### config.mk
export PLATFORM = sky130hd
export DESIGN_NAME = program_loader
export DESIGN_NICKNAME = d
export VERILOG_FILES = /design/src/rtl/program_loader.sv
export SDC_FILE = /design/constraint.sdc
export NUM_CORES = 1
export LEC_CHECK = 0
export CORE_MARGIN = 8
export CORE_UTILIZATION = 35
export DETAILED_ROUTE_END_ITERATION = 6
export HOLD_SLACK_MARGIN = 0.08
export SLEW_MARGIN = 20
export SYNTH_ARGS = -nofsm -noshare
export SYNTH_HDL_FRONTEND = slang
export SYNTH_SLANG_ARGS = --single-unit
### constraint.sdc
create_clock -name clk -period 3.4 [get_ports clk]
set_clock_uncertainty 0.05 [all_clocks]
set_input_delay 0.68 -clock clk [delete_from_list [all_inputs] [get_ports clk]]
set_output_delay 0.68 -clock clk [all_outputs]
set_load 0.1 [all_outputs]
### src/rtl/program_loader.sv
// Serial boot loader: receives a framed byte stream, writes the instruction
// memory word by word, and releases the core once the checksum matches.
module program_loader #(
  parameter int         ADDR_WIDTH     = 11,
  parameter logic [7:0] SYNC_BYTE      = 8'hA5,
  parameter int         TIMEOUT_CYCLES = 1000000
) (
  input  logic                  clk,
  input  logic                  reset,
  input  logic [7:0]            rx_data,
  input  logic                  rx_valid,
  input  logic                  bypass,
  output logic                  imem_we,
  output logic [ADDR_WIDTH-1:0] imem_addr,
  output logic [31:0]           imem_wdata,
  output logic                  cpu_reset,
  output logic                  load_done,
  output logic                  load_error
);

  localparam logic [2:0] IDLE   = 3'd0;
  localparam logic [2:0] LEN_HI = 3'd1;
  localparam logic [2:0] LEN_LO = 3'd2;
  localparam logic [2:0] DATA   = 3'd3;
  localparam logic [2:0] CHECK  = 3'd4;
  localparam logic [2:0] RUN    = 3'd5;
  localparam logic [2:0] ERROR  = 3'd6;

  // Counter only needs to reach TIMEOUT_CYCLES-1; the next idle cycle expires.
  localparam int              CNT_W     = (TIMEOUT_CYCLES > 1) ? $clog2(TIMEOUT_CYCLES) : 1;
  localparam logic [CNT_W-1:0] CNT_LAST = CNT_W'(TIMEOUT_CYCLES - 1);
  localparam logic [CNT_W-1:0] CNT_ONE  = CNT_W'(1);
  localparam logic [16:0]      MAX_WORDS = 17'd1 << ADDR_WIDTH;

  logic [2:0]            state_reg, state_next;
  logic [7:0]            len_hi_reg, len_hi_next;
  logic [15:0]           len_reg, len_next;
  logic [16:0]           word_idx_reg, word_idx_next;
  logic [1:0]            byte_idx_reg, byte_idx_next;
  logic [23:0]           asm_reg, asm_next;
  logic [7:0]            checksum_reg, checksum_next;
  logic [CNT_W-1:0]      idle_cnt_reg, idle_cnt_next;
  logic                  we_next;
  logic [ADDR_WIDTH-1:0] addr_next;
  logic [31:0]           wdata_next;

  logic [15:0] frame_len;
  logic [16:0] word_idx_inc;
  logic        active;

  assign frame_len    = {len_hi_reg, rx_data};
  assign word_idx_inc = word_idx_reg + 17'd1;
  assign active       = (state_reg == LEN_HI) || (state_reg == LEN_LO) ||
                        (state_reg == DATA)   || (state_reg == CHECK);

  always_comb begin
    state_next    = state_reg;
    len_hi_next   = len_hi_reg;
    len_next      = len_reg;
    word_idx_next = word_idx_reg;
    byte_idx_next = byte_idx_reg;
    asm_next      = asm_reg;
    checksum_next = checksum_reg;
    idle_cnt_next = '0;
    we_next       = 1'b0;
    addr_next     = imem_addr;
    wdata_next    = imem_wdata;

    case (state_reg)
      IDLE: begin
        if (rx_valid) begin
          if (rx_data == SYNC_BYTE) state_next = LEN_HI;
        end else if (bypass) begin
          state_next = RUN;
        end
      end
      LEN_HI: begin
        if (rx_valid) begin
          len_hi_next = rx_data;
          state_next  = LEN_LO;
        end
      end
      LEN_LO: begin
        if (rx_valid) begin
          if ((frame_len == 16'd0) || ({1'b0, frame_len} > MAX_WORDS)) begin
            state_next = ERROR;
          end else begin
            state_next    = DATA;
            len_next      = frame_len;
            word_idx_next = '0;
            byte_idx_next = '0;
            checksum_next = '0;
          end
        end
      end
      DATA: begin
        if (rx_valid) begin
          asm_next      = {asm_reg[15:0], rx_data};
          checksum_next = checksum_reg + rx_data;
          byte_idx_next = byte_idx_reg + 2'd1;
          if (byte_idx_reg == 2'd3) begin
            we_next       = 1'b1;
            addr_next     = word_idx_reg[ADDR_WIDTH-1:0];
            wdata_next    = {asm_reg, rx_data};
            word_idx_next = word_idx_inc;
            if (word_idx_inc == {1'b0, len_reg}) state_next = CHECK;
          end
        end
      end
      CHECK: begin
        if (rx_valid) state_next = (rx_data == checksum_reg) ? RUN : ERROR;
      end
      RUN: begin
      end
      ERROR: begin
        if (rx_valid && (rx_data == SYNC_BYTE)) state_next = LEN_HI;
      end
      default: state_next = IDLE;
    endcase

    // An accepted byte always clears the counter, so it wins over expiry.
    if (active && !rx_valid) begin
      if (idle_cnt_reg == CNT_LAST) state_next = ERROR;
      else idle_cnt_next = idle_cnt_reg + CNT_ONE;
    end
  end

  always_ff @(posedge clk) begin
    if (reset) begin
      state_reg    <= IDLE;
      len_hi_reg   <= '0;
      len_reg      <= '0;
      word_idx_reg <= '0;
      byte_idx_reg <= '0;
      asm_reg      <= '0;
      checksum_reg <= '0;
      idle_cnt_reg <= '0;
      imem_we      <= 1'b0;
      imem_addr    <= '0;
      imem_wdata   <= '0;
      cpu_reset    <= 1'b1;
      load_done    <= 1'b0;
      load_error   <= 1'b0;
    end else begin
      state_reg    <= state_next;
      len_hi_reg   <= len_hi_next;
      len_reg      <= len_next;
      word_idx_reg <= word_idx_next;
      byte_idx_reg <= byte_idx_next;
      asm_reg      <= asm_next;
      checksum_reg <= checksum_next;
      idle_cnt_reg <= idle_cnt_next;
      imem_we      <= we_next;
      imem_addr    <= addr_next;
      imem_wdata   <= wdata_next;
      cpu_reset    <= (state_next != RUN);
      load_done    <= (state_next == RUN);
      load_error   <= (state_next == ERROR);
    end
  end

endmodule
==> summary.md <==
| Metric | Value |
|---|---|
| Worst Path Class, Setup | `flop to flop` |
| Clk root buf | `clkbuf_16` |
| Number of global-route vias before repair | `~5300` |
| Reg-to-reg critical path endpoint | `cpu_reset` |
| Least-Margin Pin Slew | `roughly 0.96 ns` |
| Cell repeated most along the worst path | `or3_1` |
| Synth cell types | `56` |
| Dpl cells | `roughly 1100` |
| Final worst setup slack | `about 0.36 ns` |
| DIE WIDTH | `152 um` |
| Residual overflow from global routing | `0` |
| Worst-path clk slew | `0.06 ns` |
| Cell Area, Placed | `between 0.007 and 0.008 sq mm` |
| Slew margin rel. | `35.8%` |
| Share of layout cells above drive strength 1 | `a little over an eighth` |
| Avg Inst Size Synth | `8.02 sq um` |
| Hold endpoint | `imem_wdata[30]` |
| Cts hold-fix bufs | `0` |
| # nets final | `about 900` |
| Outcome | `finished, final reports clean` |
| FFs w/ async S/R, synth | `0%` |
| Most common cell after layout, fill and taps aside | `nand2_1` |
| Share of the synthesized area in the top cell type | `between 40% and 50%` |
| Critical path cell sequence | `ha_1, nand3_1, or3_1, a2111oi_0, or3_1, nand4_1, o32a_1, or3_1` |
| Worst min path class | `flop to flop` |
| Pre-CTS setup slack | `around 0.12 ns` |
| Fin area | `between 0.007 and 0.008 sq mm` |
| Power, Total | `4.22 mW` |
| Synthesized flop and latch total | `~150` |
| Input/output buffers | `between 50 and 60` |
| H-tree levels | `4` |
| Fillers | `1862` |
| TritonCTS buffer count | `17` |
| DR iter-0 viols | `roughly 430` |
| Synth area leader | `dfxtp_1` |
| Worst reg2reg path startpoint | `word_idx_reg[0]` |
| Yosys warning count | `0` |
| Mapped Cells | `approximately 810` |
| Critical path's slowest cell | `or3_1` |
| # setup viols final | `0` |
| Multi-input logic area | `around 0.0034 sq mm` |
| Rows | `50` |
| Syn-to-layout area delta | `22.1%` |
| Largest net degree at the start of global routing | `between 50 and 60` |
| Power Density | `roughly 530 mW/mm^2` |
| Reg2Reg Depth | `8` |
| Vias | `~5700` |
| # Post-CTS Setup Buffers | `0` |
| FF/Latch Area | `around 0.0029 sq mm` |
| CTS tree | `done` |
| DRT Pass-1 Iters | `5` |
| Critical Path AT | `3.28 ns` |
| Wire per inst | `14.9 um` |
| Commonest non-fill, non-tap cells in the layout | `nand2_1 (187), dfxtp_1 (145), a21oi_1 (93)` |
| Syn_nets | `around 840` |
| Non-filler instance count after layout | `1120` |
| Die height | `between 150 and 200 um` |
| First-pass GRT wire length | `27600 um` |
| Lkg Pwr | `2.91 nW` |
| Number of routed nets with antenna violations | `0` |
| Die footprint | `0.0232 sq mm` |
| Routed WL | `16700 um` |
| RSZ-0062 raised after global routing | `no` |
| Slew Limit Fails | `0` |
| Ports | `around 60` |
| Placeable Area | `around 0.018 sq mm` |
| Max Clk Rate | `approximately 330 MHz` |
| Max reg flops | `32` |
| Setup TNS | `0 ns` |
| Maxcap violations | `0` |
| All-layer global routing usage | `~14%` |
| Post-synthesis cell area | `approximately 0.0065 sq mm` |
| Register area share after synthesis | `between 40% and 50%` |
| Initial core utilization | `between 30% and 40%` |
| Clock buffer depth | `2` |
| Vias/cell | `5.12` |
| Area contributors post-synth | `dfxtp_1 (45%), nand2_1 (11%), a21oi_1 (7.1%)` |
| Clk Latency, worst-skew pair | `~0.42 ns` |
| WHS Path Cells | `2` |
| HPWL after DPL | `around 11000 um` |
| Fin. Hold Viols | `0` |
| Worst vdd ir | `approximately 0.38 mV` |
| Cts repair resizes | `0` |
| N_diodes | `0` |
| Initial antenna violation count | `0` |
| Max FO, Critical Path | `12` |
| CP Capture Type | `flop` |
| Final GP Congestion | `approximately 0.85` |
| Fin crit share | `between 80% and 90%` |
| Min-delay src | `imem_wdata[30]` |
| Final min period | `between 3 and 4 ns` |
| Clk sinks | `~150` |
| Max stage delay on crit path | `0.44 ns` |
| Synth Flop Type | `dfxtp_1` |
| WP data required | `~3.6 ns` |
| Post-synth EDFFs | `0` |
| DRC viols | `0` |
| Worst setup SP type | `flop` |
| FF-to-FF setup slack | `roughly 0.36 ns` |
## routing by layer
| layer | track usage (%) | vias to the layer above | part of all wire (%) |
|---|---|---|---|
| met2 | 21.5 | 102 | 45 |
| met3 | 4.08 | 9 | 4.3 |
| met1 | 19.7 | 2661 | 50 |
| li1 | - | 2959 | - |
| met4 | 4.24 | 0 | 0.88 |
| met5 | 0 | - | 0 |
## cells by family after synthesis
group           share of synthesized area (%)
simple gates                             25.7
xor+xnor                                 5.24
mux                                      1.86
buf+inv                                  3.90
compound gates                           16.5
flops                                    44.6
fa+ha+maj                                2.23
## where the power goes
part | total [mW] | internal (mW) | switching [mW] | leakage (nW)
logic | 0.467 | 0.178 | 0.289 | 1.44
clock network | 1.95 | 1.19 | 0.761 | 0.302
registers | 1.80 | 1.74 | 0.0610 | 1.17
## metrics by stage
step                      utilization, %  hold slack (ns)
final                               43.1            0.404
after global routing                43.1            0.421
after CTS                           43.1            0.405
after detailed placement            39.7            0.397
after global placement              39.7            0.392
after floorplan                        -            0.376
## area by class of cell
cell class	count	area share, %
multi-input combinational	605	42.2
sequential	145	36.5
timing repair buffer	96	9.41
clock buffer	19	5.57
tap	234	3.68
clock inverter	13	2.23
inverter	8	0.378
## cell usage after synthesis (all sizes together) (2+ instances only)
cell type and instances:
and2 8, a311oi 14, o31ai 3, a2111oi 2, or3 8, nand4 9
nor3 12, a2111o 2, xor2 18, ha 10, o21ai 14, a211oi 5
o21a 3, clkbuf 41, o211ai 3, o21bai 3, a21o 2, dfxtp 145
xnor2 21, nor2b 4, nor3b 6, and4 4, o22ai 3, a21oi 93
nor4 8, a31oi 9, and3 14, nor4b 3, nor2 68, o2111ai 2
nand2 187, or4 4, mux2i 11, nand3b 5, o31a 2, inv 8
nand3 19, buf 13, nand2b 6, a22oi 8
## critical path, delay by kind of cell (launching register included)
kind	cells	cell delay [ns]
AND/OR/NAND/NOR	5	1.47
AO/OA/AOI/OAI	2	0.76
adder cells (fa/ha/maj)	1	0.28
flip-flops	1	0.36
## how the worst max path moves through the flow
stage	depth (start not counted)	slack, ns	startpoint	endpoint
detailed placement	7	0.12	rx_data[4]	cpu_reset
global route	8	0.17	word_idx_reg[0]	cpu_reset
floorplan	6	0.85	rx_data[4]	cpu_reset
finish	8	0.36	word_idx_reg[0]	cpu_reset
CTS	8	0.37	word_idx_reg[0]	cpu_reset
global placement	7	0.18	rx_data[4]	cpu_reset
Note: power is estimated with default switching activity, not from simulation.
